File: config.mk
export PLATFORM = sky130hd
export DESIGN_NAME = ps2_host_tx_flat
export DESIGN_NICKNAME = d
export VERILOG_FILES = /design/src/rtl/ps2_pkg.sv /design/src/rtl/ps2_host_tx_if.sv /design/src/rtl/ps2_line_sync.sv /design/src/rtl/ps2_host_tx.sv /design/src/flat_wrapper.sv
export SDC_FILE = /design/constraint.sdc
export NUM_CORES = 1
export LEC_CHECK = 0
export CAP_MARGIN = 5
export CORE_ASPECT_RATIO = 1.25
export CORE_UTILIZATION = 60
export DETAILED_ROUTE_END_ITERATION = 16
export GPL_ROUTABILITY_DRIVEN = 0
export HOLD_SLACK_MARGIN = 0.12
export PLACE_DENSITY = 0.85
export REMOVE_ABC_BUFFERS = 1
export SETUP_SLACK_MARGIN = 0.5
export SKIP_LAST_GASP = 1
export SLEW_MARGIN = 10
export SYNTH_ARGS = -nofsm -noshare
export SYNTH_HDL_FRONTEND = slang
export SYNTH_HIERARCHICAL = 1
export SYNTH_SLANG_ARGS = --single-unit
export TNS_END_PERCENT = 1
File: constraint.sdc
create_clock -name clock -period 6.3 [get_ports clock]
set_clock_uncertainty 0.1 [all_clocks]
set_input_delay 1.26 -clock clock [delete_from_list [all_inputs] [get_ports clock]]
set_output_delay 1.26 -clock clock [all_outputs]
set_load 0.02 [all_outputs]
File: src/rtl/ps2_pkg.sv
// Shared PS/2 definitions: transmitter states, error codes and common command bytes.
package ps2_pkg;

    typedef enum logic [2:0] {
        IDLE,
        INHIBIT,
        REQ,
        SEND,
        ACK,
        WAIT_IDLE
    } ps2_state_e;

    localparam logic [1:0] ERR_NACK    = 2'b01;
    localparam logic [1:0] ERR_TIMEOUT = 2'b10;

    localparam logic [7:0] CMD_SET_LEDS = 8'hED;
    localparam logic [7:0] CMD_RESET    = 8'hFF;
    localparam logic [7:0] RSP_ACK      = 8'hFA;

    // Largest of three cycle counts; sizes the shared phase/timeout counter.
    function automatic int unsigned max3(input int unsigned a, input int unsigned b,
                                         input int unsigned c);
        int unsigned m;
        m = (a > b) ? a : b;
        return (m > c) ? m : c;
    endfunction

endpackage

File: src/rtl/ps2_host_tx_if.sv
// Command handshake, status pulses and open-drain line controls of the PS/2 host transmitter.
interface ps2_host_tx_if;

    logic [7:0] tx_data;
    logic       tx_valid;
    logic       tx_ready;
    logic       ps2_clk_in;
    logic       ps2_data_in;
    logic       ps2_clk_oe;
    logic       ps2_data_oe;
    logic       busy;
    logic       tx_done;
    logic       tx_error;
    logic [1:0] err_code;

    modport master (
        output tx_data, tx_valid, ps2_clk_in, ps2_data_in,
        input  tx_ready, ps2_clk_oe, ps2_data_oe, busy, tx_done, tx_error, err_code
    );

    modport slave (
        input  tx_data, tx_valid, ps2_clk_in, ps2_data_in,
        output tx_ready, ps2_clk_oe, ps2_data_oe, busy, tx_done, tx_error, err_code
    );

endinterface

File: src/rtl/ps2_line_sync.sv
// Two-flop synchronizers for the raw PS/2 clock and data lines, plus clock falling-edge detect.
// Shared with the receive side, which needs exactly the same three signals.
module ps2_line_sync (
    input  logic clk_i,
    input  logic rst_i,
    input  logic ps2_clk_i,
    input  logic ps2_data_i,
    output logic clk_o,
    output logic data_o,
    output logic clk_fall_o
);

    logic clk_meta_q, clk_sync_q, clk_prev_q;
    logic data_meta_q, data_sync_q;

    // Resample both lines; flops reset to 1 because idle PS/2 lines float high.
    always_ff @(posedge clk_i) begin
        if (rst_i) begin
            clk_meta_q  <= 1'b1;
            clk_sync_q  <= 1'b1;
            clk_prev_q  <= 1'b1;
            data_meta_q <= 1'b1;
            data_sync_q <= 1'b1;
        end else begin
            clk_meta_q  <= ps2_clk_i;
            clk_sync_q  <= clk_meta_q;
            clk_prev_q  <= clk_sync_q;
            data_meta_q <= ps2_data_i;
            data_sync_q <= data_meta_q;
        end
    end

    assign clk_o      = clk_sync_q;
    assign data_o     = data_sync_q;
    assign clk_fall_o = clk_prev_q & ~clk_sync_q;

endmodule

File: src/rtl/ps2_host_tx.sv
// PS/2 host-to-device transmitter: inhibit, request-to-send, shift out on device clock falls, ACK check.
module ps2_host_tx
    import ps2_pkg::*;
#(
    parameter int unsigned INHIBIT_CYCLES = 6000,
    parameter int unsigned REQ_CYCLES     = 50,
    parameter int unsigned TIMEOUT_CYCLES = 1000000
) (
    input logic          clock,
    input logic          reset,
    ps2_host_tx_if.slave bus
);

    localparam int unsigned CNT_MAX = max3(INHIBIT_CYCLES, REQ_CYCLES, TIMEOUT_CYCLES);
    localparam int unsigned CNT_W   = $clog2(CNT_MAX);

    ps2_state_e       state_q;
    logic [CNT_W-1:0] cnt_q;
    logic [9:0]       frame_q;
    logic [3:0]       bit_cnt_q;
    logic             tx_ready_q, busy_q, clk_oe_q, data_oe_q;
    logic             done_q, error_q;
    logic [1:0]       err_code_q;

    logic clk_sync, data_sync, clk_fall;
    logic timeout;

    ps2_line_sync u_sync (
        .clk_i      (clock),
        .rst_i      (reset),
        .ps2_clk_i  (bus.ps2_clk_in),
        .ps2_data_i (bus.ps2_data_in),
        .clk_o      (clk_sync),
        .data_o     (data_sync),
        .clk_fall_o (clk_fall)
    );

    // The counter is cleared on SEND entry and keeps running through ACK and WAIT_IDLE.
    assign timeout = (cnt_q == CNT_W'(TIMEOUT_CYCLES - 1));

    // Transaction sequencer with all outputs registered.
    always_ff @(posedge clock) begin
        if (reset) begin
            state_q    <= IDLE;
            cnt_q      <= '0;
            frame_q    <= '0;
            bit_cnt_q  <= '0;
            tx_ready_q <= 1'b1;
            busy_q     <= 1'b0;
            clk_oe_q   <= 1'b0;
            data_oe_q  <= 1'b0;
            done_q     <= 1'b0;
            error_q    <= 1'b0;
            err_code_q <= '0;
        end else begin
            done_q  <= 1'b0;
            error_q <= 1'b0;
            case (state_q)
                IDLE: begin
                    if (bus.tx_valid && tx_ready_q) begin
                        frame_q    <= {1'b1, ~^bus.tx_data, bus.tx_data};
                        bit_cnt_q  <= '0;
                        cnt_q      <= '0;
                        tx_ready_q <= 1'b0;
                        busy_q     <= 1'b1;
                        clk_oe_q   <= 1'b1;
                        state_q    <= INHIBIT;
                    end
                end
                INHIBIT: begin
                    if (cnt_q == CNT_W'(INHIBIT_CYCLES - 1)) begin
                        cnt_q     <= '0;
                        data_oe_q <= 1'b1;
                        state_q   <= REQ;
                    end else begin
                        cnt_q <= cnt_q + 1'b1;
                    end
                end
                REQ: begin
                    if (cnt_q == CNT_W'(REQ_CYCLES - 1)) begin
                        cnt_q    <= '0;
                        clk_oe_q <= 1'b0;
                        state_q  <= SEND;
                    end else begin
                        cnt_q <= cnt_q + 1'b1;
                    end
                end
                SEND, ACK, WAIT_IDLE: begin
                    if (timeout) begin
                        error_q    <= 1'b1;
                        err_code_q <= ERR_TIMEOUT;
                        tx_ready_q <= 1'b1;
                        busy_q     <= 1'b0;
                        clk_oe_q   <= 1'b0;
                        data_oe_q  <= 1'b0;
                        state_q    <= IDLE;
                    end else begin
                        cnt_q <= cnt_q + 1'b1;
                        if (state_q == SEND) begin
                            // Fall 10 shifts out the stop bit, which releases data for the ACK.
                            if (clk_fall) begin
                                data_oe_q <= ~frame_q[bit_cnt_q];
                                bit_cnt_q <= bit_cnt_q + 1'b1;
                                if (bit_cnt_q == 4'd9) begin
                                    state_q <= ACK;
                                end
                            end
                        end else if (state_q == ACK) begin
                            if (clk_fall) begin
                                if (!data_sync) begin
                                    state_q <= WAIT_IDLE;
                                end else begin
                                    error_q    <= 1'b1;
                                    err_code_q <= ERR_NACK;
                                    tx_ready_q <= 1'b1;
                                    busy_q     <= 1'b0;
                                    state_q    <= IDLE;
                                end
                            end
                        end else if (clk_sync && data_sync) begin
                            done_q     <= 1'b1;
                            tx_ready_q <= 1'b1;
                            busy_q     <= 1'b0;
                            state_q    <= IDLE;
                        end
                    end
                end
                default: begin
                    tx_ready_q <= 1'b1;
                    busy_q     <= 1'b0;
                    clk_oe_q   <= 1'b0;
                    data_oe_q  <= 1'b0;
                    state_q    <= IDLE;
                end
            endcase
        end
    end

    assign bus.tx_ready    = tx_ready_q;
    assign bus.busy        = busy_q;
    assign bus.ps2_clk_oe  = clk_oe_q;
    assign bus.ps2_data_oe = data_oe_q;
    assign bus.tx_done     = done_q;
    assign bus.tx_error    = error_q;
    assign bus.err_code    = err_code_q;

endmodule

File: src/flat_wrapper.sv
// flat-port wrapper written by rule: the top's interface ports become plain ports
module ps2_host_tx_flat import ps2_pkg::*;
#(
    parameter int unsigned INHIBIT_CYCLES = 6000,
    parameter int unsigned REQ_CYCLES     = 50,
    parameter int unsigned TIMEOUT_CYCLES = 1000000
)
  (clock, reset, bus_tx_data, bus_tx_valid, bus_ps2_clk_in, bus_ps2_data_in, bus_tx_ready, bus_ps2_clk_oe, bus_ps2_data_oe, bus_busy, bus_tx_done, bus_tx_error, bus_err_code);
  ps2_host_tx_if bus_i ();
  input logic clock;
  input logic reset;
  input wire logic [$bits(bus_i.tx_data)-1:0] bus_tx_data;
  input wire logic [$bits(bus_i.tx_valid)-1:0] bus_tx_valid;
  input wire logic [$bits(bus_i.ps2_clk_in)-1:0] bus_ps2_clk_in;
  input wire logic [$bits(bus_i.ps2_data_in)-1:0] bus_ps2_data_in;
  output wire logic [$bits(bus_i.tx_ready)-1:0] bus_tx_ready;
  output wire logic [$bits(bus_i.ps2_clk_oe)-1:0] bus_ps2_clk_oe;
  output wire logic [$bits(bus_i.ps2_data_oe)-1:0] bus_ps2_data_oe;
  output wire logic [$bits(bus_i.busy)-1:0] bus_busy;
  output wire logic [$bits(bus_i.tx_done)-1:0] bus_tx_done;
  output wire logic [$bits(bus_i.tx_error)-1:0] bus_tx_error;
  output wire logic [$bits(bus_i.err_code)-1:0] bus_err_code;
  assign bus_i.tx_data = bus_tx_data;
  assign bus_i.tx_valid = bus_tx_valid;
  assign bus_i.ps2_clk_in = bus_ps2_clk_in;
  assign bus_i.ps2_data_in = bus_ps2_data_in;
  assign bus_tx_ready = bus_i.tx_ready;
  assign bus_ps2_clk_oe = bus_i.ps2_clk_oe;
  assign bus_ps2_data_oe = bus_i.ps2_data_oe;
  assign bus_busy = bus_i.busy;
  assign bus_tx_done = bus_i.tx_done;
  assign bus_tx_error = bus_i.tx_error;
  assign bus_err_code = bus_i.err_code;
  ps2_host_tx #(.INHIBIT_CYCLES(INHIBIT_CYCLES), .REQ_CYCLES(REQ_CYCLES), .TIMEOUT_CYCLES(TIMEOUT_CYCLES)) u_core (.clock(clock), .reset(reset), .bus(bus_i));
endmodule
== Yosys cells after proc, flatten, opt, wreduce, memory -nomap -nowiden ==
Index checks and enable logic that the tools add are counted.
Word-level totals
  flip-flop bits (word level): 50
  output and inout bits: 8
  logic and storage cells: 133
Operators by class
  add/sub/neg operators: 2
  $lt $le $gt $ge: 1
  equal/unequal tests: 26
  muxes and demuxes: 59
  bitwise operators: 7
  reductions and logical operators: 22
Operators by type and width (number)
  20-bit two-way mux: 4
  20-bit one-hot mux with 4 select lines: 1
  3-bit two-way mux: 11
  1-bit two-way mux: 27
  20-bit by 1-bit adder with 20-bit output, second input constant: 1
  20-bit by 13-bit == test with 1-bit output, second input constant: 1
  20-bit == test, second input constant: 1
  20-bit by 6-bit == test with 1-bit output, second input constant: 1
  4-bit two-way mux: 4
  2-bit by 1-bit != test with 1-bit output, second input constant: 7
  3-bit one-hot mux with 4 select lines: 1
  2-bit two-way mux: 5
  5-bit AND reduction: 2
  1-bit one-hot mux with 3 select lines: 3
  4-bit by 2-bit != test with 1-bit output, second input constant: 2
  4-bit by 3-bit != test with 1-bit output, second input constant: 2
  4-bit one-hot mux with 2 select lines: 1
  4-bit AND reduction: 2
  2-bit nonzero test: 4
  8-bit XNOR reduction: 1
  7-bit AND reduction: 1
  3-bit by 2-bit == test with 1-bit output, second input constant: 2
  3-bit == test, second input constant: 2
  3-bit by 1-bit != test with 1-bit output, second input constant: 2
  other kinds (21): 29

== Longest topological paths before layout ==
  depth after elaboration: 7
  gate-level depth with buffers: 8
  gate-level depth less buffers: 7

== By module ==
The synthesis kept the hierarchy.
By module, submodules not included
  ps2_host_tx: instances 1, cells each 273, area an instance 2436.1 µm², sequential area each 900.9 µm²
  ps2_line_sync: instances 1, cells each 11, area an instance 137.6 µm², sequential area each 100.1 µm²

== Worst setup path after synthesis ==
OpenSTA, ideal clock, no wires.
  path kind: in2reg
  start point: in bus_tx_valid
  end point: reg u_core.cnt_q[11]
  library setup time: 70 ps
  arrival time: 2554 ps
  data required time: 6130 ps
  path slack: 3577 ps
  stages: 6
  buffers on the path: 0
  path through: a2111oi_2 > a2111oi_4 > and2_1 > nand2_1 > or3b_1 > a21oi_1
On the way
  cells in the longest elaborated chain, start to end: 3
Ends and longest elaborated chain
  start, declared: line flat_wrapper.sv:13  | input wire logic [$bits(bus_i.tx_valid)-1:0] bus_tx_valid;
  1-bit logical AND: line ps2_host_tx.sv:60  | if (bus.tx_valid && tx_ready_q) begin
  2-bit by 1-bit != test with 1-bit output (no line)
  3-bit AND reduction (no line)
  end signal, assigned: line ps2_host_tx.sv:76  | cnt_q <= cnt_q + 1'b1;
  end signal, assigned: line ps2_host_tx.sv:85  | cnt_q <= cnt_q + 1'b1;
  end signal, assigned: line ps2_host_tx.sv:98  | cnt_q <= cnt_q + 1'b1;
  end, declared: line ps2_host_tx.sv:18  | logic [CNT_W-1:0] cnt_q;
Every way passes these cells.
A chain may end at the register's enable or synchronous reset.

== Worst setup path after layout ==
Ends and elaborated chain as after synthesis.

==> metrics.cfg <==
[synth]
postSynthCellCount=284
synthesized_area_divided_by_synthesized_cell_count_um2=9.06
syn_area_mm2=0.00257
fraction_of_registers_with_async_set_or_reset_after_synthesis=0
synth-edff-count=0
yosysSeqAreaShare=0.389
postSynthRegisterBits=50
synth_ff_type=dfxtp_1
synth-warning-count=6
number_of_different_library_cells_in_the_post_synthesis_netlist=59

[flow_run]
max_cap_viol_count=0

[power]
total_switching_power_w=0.000280
total_leakage_power_nw=1.04
ir_worst_vdd_mv=0.191
p_int_w=0.000559
power.share.clock=0.226
seq_power_share=0.466
p_comb_frac=0.308
netSwitchingFraction=0.334
p_per_area_mw_per_mm2=292

[global_routing]
global_route.overflow_total=0
grt_first_pass_wirelength_um=8110
groute.usage.overall=0.237
grt_max_degree=34
antenna_violations_before_repair=0
grt_pass1_vias=1877

[hold_path]
hold_depth=1
hold-path-endpoint=u_core/u_sync/data_o$_SDFF_PP1_
min-delay-start=u_core/u_sync/data_meta_q$_SDFF_PP1_
hold_class=flop to flop

[timing]
timing_worst_slew_pin_value_ns=0.671
timing_hold_violations_final=0
unrepaired_setup_endpoints_after_global_routing=false
final_max_slew_viols=0
relSlewSlack=0.552
final.setup.worst_slack_ns=3.18
fmax_mhz=321
post-route-min-period_ns=3.12
setup_total_negative_slack_ns=0
min_period_over_period=0.494
setup_viol=0

[setup_path]
path_cells=clkdlybuf4s50_1, a2111oi_2, a2111oi_4, and2_1, nand2_1, or3b_1, a21oi_1
reg2reg_to=u_core/state_q[0]$_SDFFE_PP0P_
critical-path-max-stage-delay_ns=0.57
reg2reg_setup_slack_ns=3.71
cp_data_arrival_time_ns=3.25
crit_path_top_delay_cell=a2111oi_4
worst_reg_to_reg_cells=7
critPathKind=primary input to flop
crit-reg2reg-launch=u_core/cnt_q[0]$_SDFFE_PP0P_
start_kind=primary input
worst-endpoint-required_ns=6.43
critPathMaxFanout=8
cp-end-kind=flop

[cts]
numCtsBuffers=5
clock_insertion_delay_worst_skew_ns=0.30
clkTransAtPathRegs_ns=0.08
cts_max_path_buffers=2
cts_root_buf=clkbuf_8
post-cts-setup-buffer-count=0
cts_tree=done
cts_num_sinks=50
cts_max_level=2
ctsResizeCount=0
cts_hold_repair.buffers=0

[route]
route.antenna.remaining_nets=0
drt_pass_1_iters=5
wire_per_inst_um=13.8
wl_um=4920
remaining_design_rule_violation_count=0
vias_per_cell=5.69
dr_total_vias=2038
first_iter_violations=92

[cells_and_area]
finalCoreUtilization=0.702
nNetsFinal=318
final_design_area_no_fill_mm2=0.00288
syn2layout_area_growth_pct=11.8
most-common-layout-cells=50 x dfxtp_1, 46 x nor2_1, 20 x clkdlybuf4s50_1, 20 x nand2_1, 17 x xor2_1
antennaDiodeCount=0
final_layout_size_suffix_gt1_frac=0.0927
mostFrequentLayoutCell=dfxtp_1

[die]
core_mm2=0.00410
floorplan.initialDensity=0.628
die-height_um=75.2
dieWidth_um=60.6
placementRows=26
dieArea_mm2=0.00456
top_level_ports=21

[place]
post-dp-hpwl_um=3490
dpl_cell_area_mm2=0.00279
port_buffers=20
dp_worst_setup_slack_ns=2.90

[outcome]
status=completed

-- how the worst max path moves through the flow --
stage | cells past startpoint | to | slack, ns | startpoint
floorplan | 5 | u_core/bit_cnt_q[2]$_SDFFE_PP0P_ | 3.08 | bus_tx_valid
global placement | 7 | u_core/cnt_q[11]$_SDFFE_PP0P_ | 2.93 | bus_tx_valid
detailed placement | 7 | u_core/cnt_q[11]$_SDFFE_PP0P_ | 2.90 | bus_tx_valid
CTS | 7 | u_core/cnt_q[11]$_SDFFE_PP0P_ | 3.20 | bus_tx_valid
global route | 7 | u_core/cnt_q[11]$_SDFFE_PP0P_ | 3.13 | bus_tx_valid
finish | 7 | u_core/cnt_q[11]$_SDFFE_PP0P_ | 3.18 | bus_tx_valid
-- flip-flops by register name, indices dropped and copies added, names as in the netlist --
| name | cells |
|---|---|
| u_core/bit_cnt_q | 4 |
| u_core/bus.tx_done | 1 |
| u_core/u_sync/clk_prev_q | 1 |
| u_core/bus.tx_ready | 1 |
| u_core/bus.ps2_clk_oe | 1 |
| u_core/bus.tx_error | 1 |
| u_core/u_sync/data_meta_q | 1 |
| u_core/u_sync/data_o | 1 |
| u_core/bus.busy | 1 |
| u_core/cnt_q | 20 |
| u_core/bus.err_code | 2 |
| u_core/state_q | 3 |
| u_core/frame_q | 10 |
| u_core/bus.ps2_data_oe | 1 |
| u_core/u_sync/clk_o | 1 |
| u_core/u_sync/clk_meta_q | 1 |
-- kinds of logic after synthesis --
family / after synthesis / share of synthesized area
flip-flops: 50 / 0.389
adder cells (fa/ha/maj): 4 / 0.0194
AO/OA/AOI/OAI: 38 / 0.110
AND/OR/NAND/NOR: 130 / 0.272
XOR/XNOR: 27 / 0.0919
buffers and inverters: 19 / 0.0437
multiplexers: 16 / 0.0739
-- worst max-delay path, delay by kind of cell --
family	cells	cell delay, ns
AO/OA/AOI/OAI	3	0.82
buffers and inverters	1	0.49
AND/OR/NAND/NOR	3	0.67
-- layer usage --
metal | routed length [µm] | vias up | track usage
li1 | - | 1022 | -
met1 | 2160 | 972 | 0.279
met2 | 2550 | 37 | 0.435
met3 | 156 | 7 | 0.0464
met4 | 56 | 0 | 0.0606
met5 | 0 | - | 0
-- synth_stat cells (all sizes together) (3+ instances only) --
cell type | count | share of area
nand2b | 3 | 0.0073
a21oi | 12 | 0.023
buf | 8 | 0.024
ha | 4 | 0.019
or2 | 8 | 0.019
nand3 | 8 | 0.017
and3 | 4 | 0.0097
xnor2 | 10 | 0.034
nor3 | 7 | 0.014
xor2 | 17 | 0.058
nor4 | 4 | 0.018
nor2 | 47 | 0.070
clkbuf | 5 | 0.011
nand4 | 11 | 0.027
inv | 6 | 0.0087
a211oi | 3 | 0.0087
nor2b | 3 | 0.0073
mux2i | 13 | 0.051
nand2 | 20 | 0.029
dfxtp | 50 | 0.39
o21ai | 8 | 0.017
-- power by group through the flow --
stage | Sequential [W] | Clock [W] | Combinational (W)
detailed placement | 0.000398 | 0 | 0.000257
CTS | 0.000391 | 0.000195 | 0.000260
floorplan | 0.000397 | 0 | 0.000176
global placement | 0.000397 | 0 | 0.000250
global route | 0.000399 | 0.000209 | 0.000283
finish | 0.000391 | 0.000189 | 0.000258
-- cell type report --
class / count / area [µm²]
Tap cell: 56 / 70.1
Clock buffer: 7 / 86.3
Sequential cell: 50 / 1000
Multi-Input combinational cell: 215 / 1470
Fill cell: 335 / 1220
Timing Repair Buffer: 23 / 223
Clock inverter: 1 / 5.00
Inverter: 6 / 22.5
-- metrics by stage --
stage,instances,power [W],hold slack (ns)
CTS,358,0.000845,0.314
global route,358,0.000891,0.348
detailed placement,350,0.000655,0.294
finish,358,0.000839,0.313
floorplan,271,0.000573,0.283
global placement,350,0.000647,0.289
(Power assumes the default switching activity.)
==> edit 1, RTL diff (same settings) <==
The 6 states of `ps2_state_e` get a one-hot encoding in 6 bits.
--- a/src/rtl/ps2_pkg.sv
+++ b/src/rtl/ps2_pkg.sv
@@ -2,11 +2,11 @@
 package ps2_pkg;
 
-    typedef enum logic [2:0] {
-        IDLE,
-        INHIBIT,
-        REQ,
-        SEND,
-        ACK,
-        WAIT_IDLE
+    typedef enum logic [5:0] {
+        IDLE      = 6'b000001,
+        INHIBIT   = 6'b000010,
+        REQ       = 6'b000100,
+        SEND      = 6'b001000,
+        ACK       = 6'b010000,
+        WAIT_IDLE = 6'b100000
     } ps2_state_e;
 
Check against the original RTL: same outputs for any inputs over 10 cycles, from zero or initial values and one cycle with reset high; not proved beyond that.
==> edit 1 against the unedited design <==
Via count rose by 27%. Synthesized area increased by 16%. First-iteration DRC count rose by 75%. Design area increased by 12%. Die area increased by 16%. Sequential cell count up 3. Final cell count increased by 13%. Wire length up 30%. Worst setup slack better by 0.29 ns. Total power up 25%. Critical path type unchanged. Largest cell class unchanged.
==> edit 1: results (changes against the unedited design) <==
metric	value	unit	change
CP peak stage delay	0.51	ns	-0.06 ns
Worst-Skew Late Latency	0.31	ns	
Compound-Gate Fraction of Synth Area	20.28	%	+9.2 points
post-DP HPWL	4541	um	+30%
layout cells sized above 1	9.538	%	+0.27 points
vias post-DR	2584		+27%
WL per Instance	15.76	um	+15%
mux cell area share after synthesis	5.865	%	-1.5 points
Placed Cells incl. Taps	399		+14%
Max-slew headroom	47.17	%	-8.0 points
Port Buffers	20		unchanged
largest net degree at the start of global routing	39		+15%
Netlist cell types	65		+10%
nets	363		+14%
H-tree Lvls	2		unchanged
DP Area	3134	um^2	+13%
slowest CP cell	or4b_1		
Crit Path Max Fanout	38		+30
worst vdd ir	0.2520	mV	+32%
Post-synth ARST share	0	%	unchanged
antenna violations before repair	0		unchanged
P_leak	1.091	nW	+4.7%
first-pass GRT wire length	11190	um	+38%
# resized after CTS	0		unchanged
deepest clock path buffer count	2		unchanged
Post-Synth Adder-Cell Area	1.676	%	-0.27 points
DRC viols	0		unchanged
post-synthesis instance total	337		+19%
Worst-path clk slew	0.09	ns	
fillers	412		+23%
biggest regs	u_core/cnt_q x20, u_core/frame_q x10, u_core/state_q x6		
ys flop type	dfxtp_1		
drt pass-1 iters	5		unchanged
post-CTS setup buffers	0		unchanged
Cell Count, Final, Fillers Out	406		+13%
crit path DAT	2.96	ns	-0.29 ns
status	completed		
top cells by count, synth	dfxtp_1, nor2_1, a21oi_1, nand2_1		
GRT Total Usage	26.82	%	+3.1 points
delay-heaviest family, CP	simple AND/OR/NAND/NOR gates		
Ant. Diodes	0		unchanged
synth top area cells	dfxtp_1, mux2i_1, nor2_1		
vias in the first global route	2465		+31%
Yosys warning total	6		unchanged
CTS buffer count	5		unchanged
sequential share of the synthesized area	35.53	%	-3.4 points
root buffer cell	clkbuf_8		
DRT iter0 DRCs	161		+75%
Tightest Hold Check Type	flop to flop		
XOR/XNOR Fraction of Synth Area	2.933	%	-6.3 points
edit 1: cell types whose count changed after synthesis, sizes merged, moves of 4 or more:
cell	change
nor2	-18
inv	+5
o41ai	+5
nand3	+4
or4	+12
nor4	+4
nand4	-7
buf	+5
or4b	+4
a21oi	+18
o31ai	+11
o211ai	+5
xor2	-14
and3	+4
edit 1: final timing paths:
kind | slack (ns) | start | cells after the start | endpoint
min | 0.32 | u_core/u_sync/data_meta_q | 1 | u_core/u_sync/data_o
min reg2reg | 0.32 | u_core/u_sync/data_meta_q | 1 | u_core/u_sync/data_o
max reg2reg | 3.69 | u_core/cnt_q[0] | 7 | u_core/cnt_q[4]
max | 3.47 | bus_tx_valid | 7 | u_core/cnt_q[13]
edit 1: per-stage QoR:
stage | worst slack [ns] | total power (W) | utilization [%] | hold slack, ns
floorplan | 3.735 | 0.0007264 | - | 0.2832
global placement | 3.228 | 0.0008429 | 65.78 | 0.2888
detailed placement | 3.157 | 0.0008543 | 65.78 | 0.2999
CTS | 3.495 | 0.001051 | 67.59 | 0.3226
global route | 3.365 | 0.001121 | 67.70 | 0.3411
finish | 3.473 | 0.001053 | 67.70 | 0.3164
edit 1: worst reg2reg max path, stage by stage, from the launching register on:
cell and delay, ns:
dfxtp_1 0.42, ha_1 0.23, nand4_1 0.22, nor4_1 0.27, a21bo_2 0.22, and2_4 0.20, a41o_1 0.71, a21oi_1 0.10
edit 1: layout make-up:
cell class              count  area share [%]
repair buffers             22           6.672
multi-input cells         253           54.15
inverters                  11           1.280
flip-flops and latches     53           32.89
well taps                  60           2.327
clock buffers               7           2.676
edit 1: kinds of logic (layout without fill, tap and decap cells):
logic type      count (synthesis)  count (layout)
mux                            15              15
xor+xnor                       10              10
simple gates                  139             139
flops                          53              53
buf+inv                        31              40
compound gates                 85              85
fa+ha+maj                       4               4
edit 1: where the power goes:
part           switching, W  internal [W]  total (W)
Clock              0.000108     0.0000875   0.000195
Combinational      0.000289      0.000161   0.000450
Sequential        0.0000358      0.000373   0.000408
Total              0.000432      0.000621    0.00105
edit 1: routing by layer:
layer | track usage [%] | up-vias | wire [um]
met5 | 0 | - | 0
met4 | 8.478 | 0 | 84
met3 | 4.073 | 11 | 230
met2 | 47.50 | 68 | 3284
met1 | 33.22 | 1226 | 2797
li1 | - | 1279 | -
==> edit 2, RTL diff (same flow settings) <==
Without the edit above. `REQ_CYCLES` is set to 50 in 2 places; all go to 100.
--- a/src/rtl/ps2_host_tx.sv
+++ b/src/rtl/ps2_host_tx.sv
@@ -4,5 +4,5 @@
 #(
     parameter int unsigned INHIBIT_CYCLES = 6000,
-    parameter int unsigned REQ_CYCLES     = 50,
+    parameter int unsigned REQ_CYCLES     = 100,
     parameter int unsigned TIMEOUT_CYCLES = 1000000
 ) (
--- a/src/flat_wrapper.sv
+++ b/src/flat_wrapper.sv
@@ -3,5 +3,5 @@
 #(
     parameter int unsigned INHIBIT_CYCLES = 6000,
-    parameter int unsigned REQ_CYCLES     = 50,
+    parameter int unsigned REQ_CYCLES     = 100,
     parameter int unsigned TIMEOUT_CYCLES = 1000000
 )
Behaviour: same outputs for any inputs over 10 cycles, from zero or initial values and one cycle with reset high; that may be too few to reach the edited logic, so the function may still have changed.
==> edit 2 against the unedited design <==
Design area shrank 0.26%. Worst setup slack lost 0.20 ns. Highest routed layer unchanged. Wire length grew 9.8%. Sequential cell count is the same. Final cell count grew 4.2%. Largest power group unchanged. Sequential share of layout area grew 0.091 points. Clock power grew 20%. Total power shrank 0.62%. Fmax shrank 5.9%. Synthesized area shrank 2.9%. Critical path type unchanged.
==> edit 2: results (changes against the unedited design) <==
metric	value	unit	change
Worst-Skew Late Latency	0.30	ns	about the same
drt pass-1 iters	4		-1
vias in the first global route	2109		+12%
number of cells on the worst reg-to-reg path	5		-2
layout cells sized above 1	7.837	%	-1.4 points
met3 Resource Use GR	4.522	%	-0.12 points
H-tree Lvls	2		unchanged
antenna violations before repair	0		unchanged
synth top area cells	dfxtp_1, a21oi_1, nand2_1		
GRT Total Usage	26.39	%	+2.7 points
P_leak	0.9452	nW	-9.3%
DRT iter0 DRCs	154		+67%
crit path DAT	3.45	ns	+0.20 ns
post-synthesis cell area	2500	um^2	-2.9%
internal power	0.0005602	W	+0.19%
Ant. Diodes	0		unchanged
WL met2	2899	um	+14%
largest net degree at the start of global routing	30		-12%
# resized after CTS	0		unchanged
Crit Path Max Fanout	7		-1
status	completed		
top cells by count, synth	dfxtp_1, nand2_1, a21oi_1, nor2_1, o21ai_0		
slowest CP cell	a211oi_1		
Netlist cell types	52		-12%
post-DP HPWL	3821	um	+9.5%
deepest clock path buffer count	2		unchanged
CP peak stage delay	0.81	ns	+0.24 ns
met1 Track Usage GR	29.83	%	+1.9 points
worst vdd ir	0.1664	mV	-13%
Hold Startpoint	u_core/u_sync/clk_meta_q		
crit path launch	bus_tx_valid		
Met3 Wirelength	150	um	-3.8%
GR Util met2	49.26	%	+5.8 points
Worst-path clk slew	0.09	ns	
sequential share of the synthesized area	40.04	%	+1.1 points
vias per inst	6.040		+6.1%
first-pass GRT wire length	8983	um	+11%
Metal-1 WL	2305	um	+6.7%
worst slew pin tran	0.9835	ns	+0.3124 ns
worst r2r src	u_core/state_q[2]		
Detailed Route WL	5407	um	+9.8%
DP Area	2756	um^2	-1.0%
Top Layer Used	met4		
Tightest Hold Check Type	flop to flop		
nets	334		+5.0%
post-CTS setup buffers	0		unchanged
==> edit 2: cell count changes after synthesis, sizes merged, moves of 6 or more <==
cell,delta
nand2,+16
nor2,-21
a21oi,+19
mux2i,-9
buf,-7
clkbuf,+6
or3,+7
xor2,-7
==> edit 2: power by group through the flow <==
stage	Clock, W	Sequential (W)	Combinational [W]
floorplan	0	0.000384	0.000144
global placement	0	0.000385	0.000220
detailed placement	0	0.000386	0.000226
CTS	0.000231	0.000379	0.000228
global route	0.000245	0.000384	0.000251
finish	0.000226	0.000380	0.000228
==> edit 2: path summary, 6_finish.rpt <==
kind,slack [ns],to
max,2.99,u_core/cnt_q[13]
min,0.31,u_core/u_sync/clk_o
max reg2reg,3.65,u_core/cnt_q[13]
min reg2reg,0.31,u_core/u_sync/clk_o
==> edit 2: stage by stage <==
step                total power, W  setup slack (ns)  utilization [%]  std cells
floorplan                0.0005285             3.063                -        288
detailed placement       0.0006115             2.711            71.06        365
global placement         0.0006050             2.786            71.06        365
global route             0.0008809             2.867            73.97        373
CTS                      0.0008378             3.027            73.97        373
finish                   0.0008341             2.988            73.97        373
==> edit 2: logic make-up after synthesis <==
kind of cell,Yosys count,synth area share [%]
simple gates,131,27.63
compound gates,72,17.87
flops,50,40.04
buf+inv,20,3.003
xor+xnor,17,5.956
mux,7,4.004
fa+ha+maj,3,1.502
==> edit 2: final cells by class <==
| cell class | count | area (um^2) |
|---|---|---|
| Clock inverter | 3 | 43.79 |
| Timing Repair Buffer | 23 | 222.7 |
| Fill cell | 325 | 1010 |
| Inverter | 8 | 30.03 |
| Tap cell | 54 | 67.56 |
| Sequential cell | 50 | 1001 |
| Multi-Input combinational cell | 230 | 1435 |
| Clock buffer | 5 | 68.82 |
